File: config.mk
export PLATFORM = sky130hd
export DESIGN_NAME = sw_phase_seq
export DESIGN_NICKNAME = d
export VERILOG_FILES = /design/src/rtl/sw_phase_seq.sv
export SDC_FILE = /design/constraint.sdc
export NUM_CORES = 1
export LEC_CHECK = 0
export CORE_MARGIN = 5
export CORE_UTILIZATION = 48
export DETAILED_ROUTE_END_ITERATION = 10
export GPL_TIMING_DRIVEN = 0
export MAX_ROUTING_LAYER = met4
export PLACE_DENSITY_LB_ADDON = 0.25
export SLEW_MARGIN = 40
export SYNTH_ARGS = -nofsm -noshare
export SYNTH_HDL_FRONTEND = slang
export SYNTH_SLANG_ARGS = --single-unit
File: constraint.sdc
create_clock -name clk -period 4.7 [get_ports clk]
set_clock_uncertainty 0.1 [all_clocks]
set_input_delay 0.94 -clock clk [delete_from_list [all_inputs] [get_ports clk]]
set_output_delay 0.94 -clock clk [all_outputs]
set_load 0.05 [all_outputs]
File: src/rtl/sw_phase_seq.sv
// Switch-phase sequencer: precharge, then non-overlapping A/B switch phases separated
// by dead time, for a programmed number of periods or until stop / loss of go.
module sw_phase_seq #(
  parameter int CNT_W       = 8,
  parameter int PRE_CYCLES  = 4,
  parameter int DEAD_CYCLES = 2,
  parameter int HALF_CYCLES = 8,
  parameter int NUM_PERIODS = 0
) (
  input  logic             clk,
  input  logic             rst,
  input  logic             go,
  input  logic             start,
  input  logic             stop,
  output logic             phi_pre,
  output logic             phi_a,
  output logic             phi_b,
  output logic             busy,
  output logic             done,
  output logic             abort,
  output logic [CNT_W-1:0] period_cnt
);

  // Phase lengths are loaded as length-1, so length-1 and the period target must fit.
  if (CNT_W < 1 || PRE_CYCLES < 1 || DEAD_CYCLES < 1 || HALF_CYCLES < 1 ||
      NUM_PERIODS < 0 || PRE_CYCLES > (1 << CNT_W) || DEAD_CYCLES > (1 << CNT_W) ||
      HALF_CYCLES > (1 << CNT_W) || NUM_PERIODS >= (1 << CNT_W)) begin : g_bad_params
    $error("sw_phase_seq: parameter out of range for CNT_W");
  end

  typedef enum logic [2:0] {
    S_IDLE   = 3'd0,
    S_PRE    = 3'd1,
    S_DEAD_A = 3'd2,
    S_A      = 3'd3,
    S_DEAD_B = 3'd4,
    S_B      = 3'd5
  } state_e;

  localparam logic [CNT_W-1:0] PRE_LOAD  = CNT_W'(PRE_CYCLES - 1);
  localparam logic [CNT_W-1:0] DEAD_LOAD = CNT_W'(DEAD_CYCLES - 1);
  localparam logic [CNT_W-1:0] HALF_LOAD = CNT_W'(HALF_CYCLES - 1);
  localparam logic [CNT_W-1:0] NUM_P     = CNT_W'(NUM_PERIODS);

  state_e           state_r;
  state_e           nxt_state_s;
  logic [CNT_W-1:0] cnt_r;
  logic [CNT_W-1:0] nxt_cnt_s;
  logic [CNT_W-1:0] nxt_period_s;
  logic [CNT_W-1:0] period_inc_s;
  logic             cnt_zero_s;
  logic             done_s;
  logic             abort_s;

  assign cnt_zero_s   = (cnt_r == {CNT_W{1'b0}});
  assign period_inc_s = period_cnt + CNT_W'(1);

  // Next-state, phase counter and period count; abort outranks every phase transition.
  always_comb begin
    nxt_state_s  = state_r;
    nxt_cnt_s    = cnt_r;
    nxt_period_s = period_cnt;
    done_s       = 1'b0;
    abort_s      = 1'b0;
    if (state_r != S_IDLE && (stop || !go)) begin
      nxt_state_s = S_IDLE;
      nxt_cnt_s   = {CNT_W{1'b0}};
      abort_s     = 1'b1;
    end else begin
      case (state_r)
        S_IDLE: begin
          if (start && go && !stop) begin
            nxt_state_s  = S_PRE;
            nxt_cnt_s    = PRE_LOAD;
            nxt_period_s = {CNT_W{1'b0}};
          end else begin
            nxt_cnt_s = {CNT_W{1'b0}};
          end
        end
        S_PRE: begin
          if (cnt_zero_s) begin
            nxt_state_s = S_DEAD_A;
            nxt_cnt_s   = DEAD_LOAD;
          end else begin
            nxt_cnt_s = cnt_r - CNT_W'(1);
          end
        end
        S_DEAD_A: begin
          if (cnt_zero_s) begin
            nxt_state_s = S_A;
            nxt_cnt_s   = HALF_LOAD;
          end else begin
            nxt_cnt_s = cnt_r - CNT_W'(1);
          end
        end
        S_A: begin
          if (cnt_zero_s) begin
            nxt_state_s = S_DEAD_B;
            nxt_cnt_s   = DEAD_LOAD;
          end else begin
            nxt_cnt_s = cnt_r - CNT_W'(1);
          end
        end
        S_DEAD_B: begin
          if (cnt_zero_s) begin
            nxt_state_s = S_B;
            nxt_cnt_s   = HALF_LOAD;
          end else begin
            nxt_cnt_s = cnt_r - CNT_W'(1);
          end
        end
        S_B: begin
          if (cnt_zero_s) begin
            nxt_period_s = period_inc_s;
            if (NUM_PERIODS != 0 && period_inc_s == NUM_P) begin
              nxt_state_s = S_IDLE;
              nxt_cnt_s   = {CNT_W{1'b0}};
              done_s      = 1'b1;
            end else begin
              nxt_state_s = S_DEAD_A;
              nxt_cnt_s   = DEAD_LOAD;
            end
          end else begin
            nxt_cnt_s = cnt_r - CNT_W'(1);
          end
        end
        default: begin
          nxt_state_s = S_IDLE;
          nxt_cnt_s   = {CNT_W{1'b0}};
        end
      endcase
    end
  end

  // State, counters and Moore outputs, all registered from the next state.
  always_ff @(posedge clk) begin
    if (rst) begin
      state_r    <= S_IDLE;
      cnt_r      <= {CNT_W{1'b0}};
      period_cnt <= {CNT_W{1'b0}};
      phi_pre    <= 1'b0;
      phi_a      <= 1'b0;
      phi_b      <= 1'b0;
      busy       <= 1'b0;
      done       <= 1'b0;
      abort      <= 1'b0;
    end else begin
      state_r    <= nxt_state_s;
      cnt_r      <= nxt_cnt_s;
      period_cnt <= nxt_period_s;
      phi_pre    <= (nxt_state_s == S_PRE);
      phi_a      <= (nxt_state_s == S_A);
      phi_b      <= (nxt_state_s == S_B);
      busy       <= (nxt_state_s != S_IDLE);
      done       <= done_s;
      abort      <= abort_s;
    end
  end

endmodule
==> flow_metrics.env <==
export IMPL_status="complete, no violations"
export IMPL_cts_path_max_buffers=2
export IMPL_path_buf_inv=1
export IMPL_rsz0062_at_grt="no"
export IMPL_hold_buffers=0
export IMPL_synth_top_area_share_pct=38.2
export IMPL_fp_dieH_um=61.2
export IMPL_p_leak_nw=0.563
export IMPL_synthToLayoutAreaGrowth_pct=18.3
export IMPL_slowest_stage="clkdlybuf4s50_1"
export IMPL_cts_buffers=3
export IMPL_drive_gt1_share_pct=7.06
export IMPL_setup_tns_ns=0
export IMPL_period_needed_ns=2.70
export IMPL_slew_headroom_pct=51.6
export IMPL_setup_worst_path_start_class="register"
export IMPL_path_delay_family="buffers and inverters"
export IMPL_drv_slew=0
export IMPL_first_global_vias=1126
export IMPL_critPathMaxFanout=6
export IMPL_viasPerCell=5.88
export IMPL_dieArea_mm2=0.00374
export IMPL_first_pass_iters=4
export IMPL_antenna_found_initial=0
export IMPL_critical_path_max_stage_delay_ns=0.86
export IMPL_final_cells=200
export IMPL_overflow=0
export IMPL_crit_path_end_kind="output port"
export IMPL_dp_cells=197
export IMPL_grt_usage_pct=18.3
export IMPL_ys_seq_elements=24
export IMPL_via_count=1176
export IMPL_worst_hold_path_num_cells=2
export IMPL_synthTopCellsByCount="24 x dfxtp_1, 13 x nor2_1, 10 x a21oi_1"
export IMPL_post_cts_buffers=0
export IMPL_fp_dieW_um=61.2
export IMPL_portBuffers=17
export IMPL_postSynthAreaPerCell_um2=8.37
export IMPL_synth_top_area_cell="dfxtp_1"
export IMPL_drc=0
export IMPL_timing_final_crit_share_pct=57.3
export IMPL_p_per_area_mw_per_mm2=607
export IMPL_rows=18
export IMPL_synthFlopType="dfxtp_1"
export IMPL_worstPathArrival_ns=1.66
export IMPL_hold_violations=0
export IMPL_core_area_mm2=0.00250
export IMPL_cp_depth=1
export IMPL_final_nets=180
export IMPL_drv_cap=0
export IMPL_synth_most_common_cell="dfxtp_1"
export IMPL_numClockSinks=24
export IMPL_gp_congestion=0.841
export IMPL_grt_pass1_wl_um=5080
export IMPL_drt_iter0_markers=64
export IMPL_htreeDepth=1
export IMPL_synth_area_top_cells="dfxtp_1 38%, a21oi_1 4.0%, nor2_1 3.9%"
export IMPL_cts_clk_slew_worst_paths_ns=0.13
export IMPL_ctsResizeCount=0
export IMPL_n_antenna_cell=0
export IMPL_start_util_pct=50.3
export IMPL_hp_class="reg2reg"
export IMPL_ys_async_sr_fraction_pct=0
export IMPL_wl_per_cell_um=14.4
export IMPL_fmax_mhz=371
export IMPL_root_buffer="clkbuf_4"
export IMPL_syn_num_nets=158
export IMPL_drt_total_wl_um=2870
export IMPL_tightest_slew_ns=0.719
export IMPL_path_cells="clkdlybuf4s50_1"
export IMPL_dp_hpwl_um=2130
export IMPL_synth_warnings=0
export IMPL_syn_cell_area_mm2=0.00126
export IMPL_ff2ff_path_depth=7
export IMPL_setup_viol=0
export IMPL_cts_tree="done"
export IMPL_synth_seq_area_share_pct=38.2
export IMPL_synth_edf_count=0
export IMPL_io_pins=19
export IMPL_ant_nets=0
export IMPL_syn_inst=150
export IMPL_grt_start_max_net_pins=13
export IMPL_synth_cell_type_count=42
export IMPL_crit_type="reg2out"
export IMPL_vdd_drop_max_mv=0.457
export IMPL_insertion_delay_ns=0.32
export IMPL_required_ns=3.66
## registers in the layout (all words and copies together), names as in the netlist
register and flops:
cnt_r 8, state_r 3, abort 1, phi_pre 1, phi_b 1, period_cnt 8, busy 1, phi_a 1
## logic make-up (layout without fill, tap and decap cells)
group	after synthesis	count (layout)	share of synthesized area [%]
flops	24	24	38.2
fa+ha+maj	3	3	2.99
other cells	1	1	0.299
compound gates	38	38	20.7
simple gates	63	63	26.7
buf+inv	11	31	3.68
xor+xnor	6	6	4.18
mux	4	4	3.19
## report_power, final
part	switching (mW)	internal (mW)	leakage, nW
logic	0.328	0.201	0.355
registers	0.0383	0.245	0.194
clock network	0.0598	0.0300	0.0138
## worst paths after layout
path,end,slack [ns],from
setup / recovery,period_cnt[0],2.00,period_cnt[0]
hold / removal,period_cnt[6],0.41,period_cnt[6]
setup reg to reg,period_cnt[5],2.45,cnt_r[0]
hold reg to reg,period_cnt[6],0.41,period_cnt[6]
## cell type report
type	count	area [um^2]
multi-input cells	115	729
clock buffers	3	22.5
well taps	30	37.5
repair buffers	17	170
plain buffers	8	35.0
flip-flops and latches	24	480
fillers	236	1010
inverters	3	11.3
## stage by stage
| step | cell area [um^2] | total power, mW | worst slack [ns] | utilization [%] | hold WS, ns |
|---|---|---|---|---|---|
| floorplan | 1260 | 0.700 | 2.59 | - | 0.378 |
| global placement | 1460 | 0.801 | 1.95 | 58.6 | 0.368 |
| detailed placement | 1460 | 0.810 | 1.93 | 58.6 | 0.393 |
| CTS | 1490 | 0.900 | 2.00 | 59.5 | 0.416 |
| global route | 1490 | 0.991 | 1.94 | 59.5 | 0.444 |
| finish | 1490 | 0.902 | 2.00 | 59.5 | 0.413 |
## routing by layer
| layer | share of wire (%) | GRT usage (%) |
|---|---|---|
| met4 | 0.21 | 2.17 |
| met2 | 47 | 27.6 |
| met1 | 47 | 25.1 |
| met5 | 0 | - |
| met3 | 6.0 | 4.82 |
## placed cells by master (no fill, tap or decap), types with 4 or more instances in the layout
master,synthesis,routed
clkbuf_1,6,6
nand2_1,9,9
o21ai_0,6,6
clkdlybuf4s50_1,0,17
dfxtp_1,24,24
a21oi_1,10,10
o2111ai_1,5,5
or3_1,6,6
nand4_1,4,4
mux2i_1,4,4
nand3_1,6,6
nor2_1,13,13
nor3_1,9,9
(Power assumes the default switching activity.)
